### src/rtl/mem_port_arbiter.sv
// mem_port_arbiter: shares one unified memory port between instruction fetch (I) and data access (D).
// Define MEM_ARB_RR_EN to swap the D-priority streak guard for alternating round-robin arbitration.
module mem_port_arbiter #(
    parameter int MEM_LAT      = 2,
    parameter int MAX_D_STREAK = 4
) (
    input  logic        clk,
    input  logic        rst,
    input  logic        i_req,
    input  logic [31:0] i_addr,
    input  logic        i_flush,
    output logic        i_gnt,
    output logic        i_rvalid,
    output logic [31:0] i_rdata,
    input  logic        d_req,
    input  logic        d_we,
    input  logic [1:0]  d_size,
    input  logic [31:0] d_addr,
    input  logic [31:0] d_wdata,
    output logic        d_gnt,
    output logic        d_rvalid,
    output logic [31:0] d_rdata,
    output logic [31:0] mem_addr,
    output logic        mem_read,
    output logic        mem_write,
    output logic        mem_half,
    output logic        mem_byte,
    output logic [31:0] mem_wdata,
    input  logic [31:0] mem_rdata,
    output logic        busy
);

    localparam logic [3:0] CNT_LAST = 4'(MEM_LAT - 1);

    typedef enum logic {
        ST_IDLE   = 1'b0,
        ST_ACCESS = 1'b1
    } state_t;

    typedef enum logic [1:0] {
        OWN_NONE = 2'd0,
        OWN_I    = 2'd1,
        OWN_D    = 2'd2
    } owner_t;

    state_t      r_state;
    state_t      w_state_nxt;
    owner_t      r_owner;
    logic [3:0]  r_cnt;
    logic        r_we;
    logic        r_flushed;
    logic        w_last;
    logic        w_pick_d;
    logic        w_pick_i;
    logic        w_grant_i;
    logic        w_grant_d;

`ifndef MEM_ARB_RR_EN
    localparam int              SW         = (MAX_D_STREAK < 1) ? 1 : $clog2(MAX_D_STREAK + 1);
    localparam logic [SW-1:0]   STREAK_MAX = SW'(MAX_D_STREAK);
    logic [SW-1:0]              r_streak;
`endif

    // Arbitration and next-state: a new owner is chosen when idle or on the last access cycle
    always_comb begin
        w_state_nxt = r_state;
        w_grant_i   = 1'b0;
        w_grant_d   = 1'b0;
        w_last      = (r_state == ST_ACCESS) && (r_cnt == CNT_LAST);
`ifdef MEM_ARB_RR_EN
        // r_owner still names the previous owner here, so a contested grant goes to the other side
        w_pick_d    = d_req && (!i_req || (r_owner != OWN_D));
`else
        w_pick_d    = d_req && !(i_req && (r_streak == STREAK_MAX));
`endif
        w_pick_i    = i_req && !w_pick_d;
        case (r_state)
            ST_IDLE: begin
                if (w_pick_d || w_pick_i) begin
                    w_grant_d   = w_pick_d;
                    w_grant_i   = w_pick_i;
                    w_state_nxt = ST_ACCESS;
                end else begin
                    w_state_nxt = ST_IDLE;
                end
            end
            ST_ACCESS: begin
                if (w_last) begin
                    if (w_pick_d || w_pick_i) begin
                        w_grant_d   = w_pick_d;
                        w_grant_i   = w_pick_i;
                        w_state_nxt = ST_ACCESS;
                    end else begin
                        w_state_nxt = ST_IDLE;
                    end
                end else begin
                    w_state_nxt = ST_ACCESS;
                end
            end
            default: begin
                w_state_nxt = ST_IDLE;
            end
        endcase
    end

    // FSM state register
    always_ff @(posedge clk or posedge rst) begin
        if (rst) begin
            r_state <= ST_IDLE;
        end else begin
            r_state <= w_state_nxt;
        end
    end

`ifndef MEM_ARB_RR_EN
    // Count consecutive D grants taken while a fetch was waiting
    always_ff @(posedge clk or posedge rst) begin
        if (rst) begin
            r_streak <= {SW{1'b0}};
        end else if (w_grant_i || (w_grant_d && !i_req)) begin
            r_streak <= {SW{1'b0}};
        end else if (w_grant_d && (r_streak != STREAK_MAX)) begin
            r_streak <= r_streak + SW'(1);
        end else begin
            r_streak <= r_streak;
        end
    end
`endif

    // Access datapath: latch the winner's request, count latency, return read data
    always_ff @(posedge clk or posedge rst) begin
        if (rst) begin
            r_owner   <= OWN_NONE;
            r_cnt     <= 4'd0;
            r_we      <= 1'b0;
            r_flushed <= 1'b0;
            i_gnt     <= 1'b0;
            i_rvalid  <= 1'b0;
            i_rdata   <= 32'd0;
            d_gnt     <= 1'b0;
            d_rvalid  <= 1'b0;
            d_rdata   <= 32'd0;
            mem_addr  <= 32'd0;
            mem_read  <= 1'b0;
            mem_write <= 1'b0;
            mem_half  <= 1'b0;
            mem_byte  <= 1'b0;
            mem_wdata <= 32'd0;
            busy      <= 1'b0;
        end else begin
            i_gnt     <= w_grant_i;
            d_gnt     <= w_grant_d;
            i_rvalid  <= 1'b0;
            d_rvalid  <= 1'b0;
            mem_write <= 1'b0;
            busy      <= (w_state_nxt == ST_ACCESS);
            r_cnt     <= (r_state == ST_ACCESS) ? (r_cnt + 4'd1) : r_cnt;
            // A flushed fetch still occupies the port; only its response is dropped
            if ((r_state == ST_ACCESS) && (r_owner == OWN_I) && i_flush) begin
                r_flushed <= 1'b1;
            end
            if (w_last) begin
                mem_read <= 1'b0;
                mem_half <= 1'b0;
                mem_byte <= 1'b0;
                case (r_owner)
                    OWN_I: begin
                        if (!(r_flushed || i_flush)) begin
                            i_rvalid <= 1'b1;
                            i_rdata  <= mem_rdata;
                        end
                    end
                    OWN_D: begin
                        d_rvalid <= 1'b1;
                        if (!r_we) begin
                            d_rdata <= mem_rdata;
                        end
                    end
                    default: begin
                    end
                endcase
            end
            if (w_grant_i) begin
                r_owner   <= OWN_I;
                r_we      <= 1'b0;
                r_cnt     <= 4'd0;
                r_flushed <= 1'b0;
                mem_addr  <= i_addr;
                mem_read  <= 1'b1;
                mem_half  <= 1'b0;
                mem_byte  <= 1'b0;
            end else if (w_grant_d) begin
                r_owner   <= OWN_D;
                r_we      <= d_we;
                r_cnt     <= 4'd0;
                r_flushed <= 1'b0;
                mem_addr  <= d_addr;
                mem_read  <= !d_we;
                mem_write <= d_we;
                mem_half  <= d_size[1];
                mem_byte  <= d_size[0];
                mem_wdata <= d_wdata;
            end
        end
    end

endmodule

### config.mk
export PLATFORM = sky130hd
export DESIGN_NAME = mem_port_arbiter
export DESIGN_NICKNAME = d
export VERILOG_FILES = /design/src/rtl/mem_port_arbiter.sv
export SDC_FILE = /design/constraint.sdc
export NUM_CORES = 1
export LEC_CHECK = 0
export BUFFER_PORTS_ARGS = -buffer_cell sky130_fd_sc_hd__clkbuf_2
export CAP_MARGIN = 20
export CORE_AREA = 4 4 143 145
export CTS_BUF_LIST = sky130_fd_sc_hd__clkbuf_8 sky130_fd_sc_hd__clkbuf_16
export CTS_CLUSTER_SIZE = 40
export DETAILED_ROUTE_END_ITERATION = 8
export DIE_AREA = 0 0 147 149
export PLACE_DENSITY_LB_ADDON = 0.3
export SYNTH_ARGS = -nofsm -noshare
export SYNTH_HDL_FRONTEND = slang
export SYNTH_SLANG_ARGS = --single-unit
### constraint.sdc
create_clock -name clk -period 8.7 [get_ports clk]
set_clock_uncertainty 0.1 [all_clocks]
set_input_delay 1.305 -clock clk [delete_from_list [all_inputs] [get_ports clk]]
set_output_delay 1.305 -clock clk [all_outputs]
set_load 0.02 [all_outputs]
==> run metrics <==
IO buf count=between 200 and 300; RR Endpoint=i_rdata[20]$_DFFE_PP0P_; DRT Wirelength=around 16 mm; post-synth top area share=0.594; number of clock sinks=148; chip height=~150 um; initial antenna violation count=0; post-synthesis sequential area ratio=0.594; Hold-fix buffers, CTS=0; Synth Register Bits=about 150; ant diodes=0; CTS Root Buffer Type=clkbuf_16; Die W=147 um; Worst Setup SP=d_req; unrepaired setup endpoints after global routing=false; Critical Path AT=approximately 3600 ps; DP HPWL=~12 mm; Slew headroom=0.324; Final Util=0.438; CTS Buffer Depth=2; wl on met1=roughly 7 mm; wire per inst=16.9 um; routed vias/inst=approximately 4.7; fin cells=about 980; Cell Rows=51; synthesized instance count=about 430; Tmin final=about 3400 ps; WP data required=~8900 ps; cell leakage power=about 4.2 nW; largest net degree at the start of global routing=80; met2 wire len=just under 8 mm; Mapped Area=0.00623 mm^2; fin nets=around 840; Synth Warn #=0; GP Congestion=0.816; met3 WL post-DR=around 1.3 mm; core box area=roughly 0.019 mm^2; reg-to-reg startpoint=r_cnt[1]$_DFFE_PP0P_; Fmax achieved=around 300 MHz; max_cap viols=0; post-CTS setup buffers=0; dpl ws=approximately 5000 ps; Pre-antenna DRT Iters=4; CTS tree=done; Overflow after GRT=0; Distinct cells, synth=39; post-CTS sizing=0; vias in the first global route=roughly 5,000; Comb power frac=0.401; total power=slightly above 3 mW; DR vias=4,632; Synth area leaders=dfrtp_1 (59%), mux2_2 (12%), mux2_4 (7.2%); Placed Cells incl. Taps=between 900 and 1,000; top sig layer=met4; critical path class=in2reg; IO Pins=between 200 and 300; Sw Pwr=between 1 and 1.5 mW; Clock Latency Late Sink=between 400 and 500 ps; worst slew pin tran=between 1000 and 1500 ps; sequential power share=0.373; first-pass GRT wire length=between 20 and 30 mm; worst hold path class=reg2reg; clk slew on worst S/H paths=60 ps; Reg2Reg Depth=6; clock share of power=0.226; crit-path max FO=38; Setup violations, final=0; Detailed Route Iter0 Violations=119; Worst Setup End Kind=flop; Post-Syn Nets=roughly 570; internal power=just under 2 mW; number of CTS-inserted buffers=17; drt drc=0; Yosys top cell by area=dfrtp_1; Antenna Violating Nets Remaining=0; Max H-tree Level=4; worst setup path endpoint=mem_wdata[15]$_DFFE_PP0P_; peak supply drop=approximately 0.18 mV; Final WS setup=between 5000 and 6000 ps; die area=0.0219 mm^2; share of cells above drive strength 1=0.574; Tcrit/Tclk final=0.386; switching share of total power=0.376; PD cells=between 300 and 400 mW/mm^2; Fin Setup TNS=0 ps; Setup crit start kind=primary input; status=finished clean; Worst R2R Setup Slack=around 6000 ps; Slew Limit Fails=0; Initial Util=0.325; gr usage total=0.152; Final Hold Fails=0; area grow syn2layout=35.1%; Synth Area per Inst=approximately 14 um^2
[cells in the final DEF, fill, tap and decap left out, drive strengths merged]
cell,netlist,routed
a2bb2oi,32,32
and2,2,2
and3b,1,1
clkbuf,18,289
dfrtp,148,148
or3,1,1
nor3,2,2
mux2,96,96
nor2,6,6
ha,4,4
nor4b,1,1
o31ai,2,2
a21oi,5,5
o21ai,3,3
a21boi,1,1
nand2b,32,32
a221o,1,1
xor2,1,1
a32o,2,2
nand4b,2,2
a22o,4,4
inv,5,11
or3b,1,1
a211oi,1,1
o32ai,33,33
clkinv,1,6
bufinv,0,2
nand2,5,5
a21o,3,3
nand3,1,1
a211o,1,1
buf,15,7
and3,2,2
clkinvlp,0,1
nor4,1,1
or4b,1,1
[worst min path at each step]
stage,slack [ps],cells past startpoint,startpoint,to
final,360,1,r_flushed$_DFFE_PP0P_,i_rvalid$_DFF_PP0_
after global routing,400,1,r_flushed$_DFFE_PP0P_,i_rvalid$_DFF_PP0_
after CTS,360,1,r_flushed$_DFFE_PP0P_,i_rvalid$_DFF_PP0_
after detailed placement,350,1,r_flushed$_DFFE_PP0P_,i_rvalid$_DFF_PP0_
after global placement,340,1,r_flushed$_DFFE_PP0P_,i_rvalid$_DFF_PP0_
after floorplan,320,1,r_flushed$_DFFE_PP0P_,i_rvalid$_DFF_PP0_
[layer usage]
layer  global-route usage  vias up
li1                     -     2141
met4               0.0480        0
met5                    0        -
met3               0.0486       15
met2                0.249      209
met1                0.194     2267
[Yosys cell counts, drive strengths merged]
cell type / number
dfrtp: 148
mux2: 96
o32ai: 33
a2bb2oi: 32
nand2b: 32
clkbuf: 18
buf: 15
nor2: 6
a21oi: 5
inv: 5
nand2: 5
a22o: 4
ha: 4
a21o: 3
o21ai: 3
a32o: 2
and2: 2
and3: 2
nand4b: 2
nor3: 2
o31ai: 2
a211o: 1
a211oi: 1
a21boi: 1
a221o: 1
and3b: 1
clkinv: 1
nand3: 1
nor4: 1
nor4b: 1
or3: 1
or3b: 1
or4b: 1
xor2: 1
[metrics by stage]
| step | hold slack (ps) | cell area [um^2] |
|---|---|---|
| after floorplan | 323 | 6230 |
| after global placement | 336 | 7860 |
| after detailed placement | 349 | 7860 |
| after CTS | 360 | 8420 |
| after global routing | 396 | 8420 |
| final | 358 | 8420 |
[power groups by stage]
stage / clock (mW) / combinational (mW) / sequential [mW]
2_1_floorplan: 0 / 0.495 / 1.47
3_3_place_gp: 0 / 1.24 / 1.16
3_5_place_dp: 0 / 1.27 / 1.17
4_1_cts: 0.728 / 1.27 / 1.16
5_1_grt: 0.760 / 1.33 / 1.20
6_report: 0.704 / 1.25 / 1.16
[area by class of cell]
cell class,instances,area (um^2)
Fill cell,1813,10800
Sequential cell,148,3700
Inverter,6,27.5
Timing Repair Buffer,279,1410
Tap cell,265,332
Multi-Input combinational cell,247,2380
Clock buffer,17,425
Clock inverter,14,138
[kinds of logic (layout without fill, tap and decap cells)]
family          after synthesis  count (layout)  synth area share
flops                       148             148             0.594
mux                          96              96             0.191
compound gates               88              88             0.119
simple gates                 58              58            0.0572
buf+inv                      39             316            0.0293
fa+ha+maj                     4               4           0.00803
xor+xnor                      1               1           0.00141
[critical path: stages]
cell and delay, ps:
clkbuf_2 150, clkinv_1 780, a211oi_4 440, buf_4 460, mux2_2 400
[flip-flops by register name, indices dropped and copies added, names as in the netlist, 2 cells and up]
register / cells
i_rdata: 32
r_owner: 2
r_streak: 3
r_cnt: 4
d_rdata: 32
mem_addr: 32
mem_wdata: 32
(Power assumes the default switching activity.)
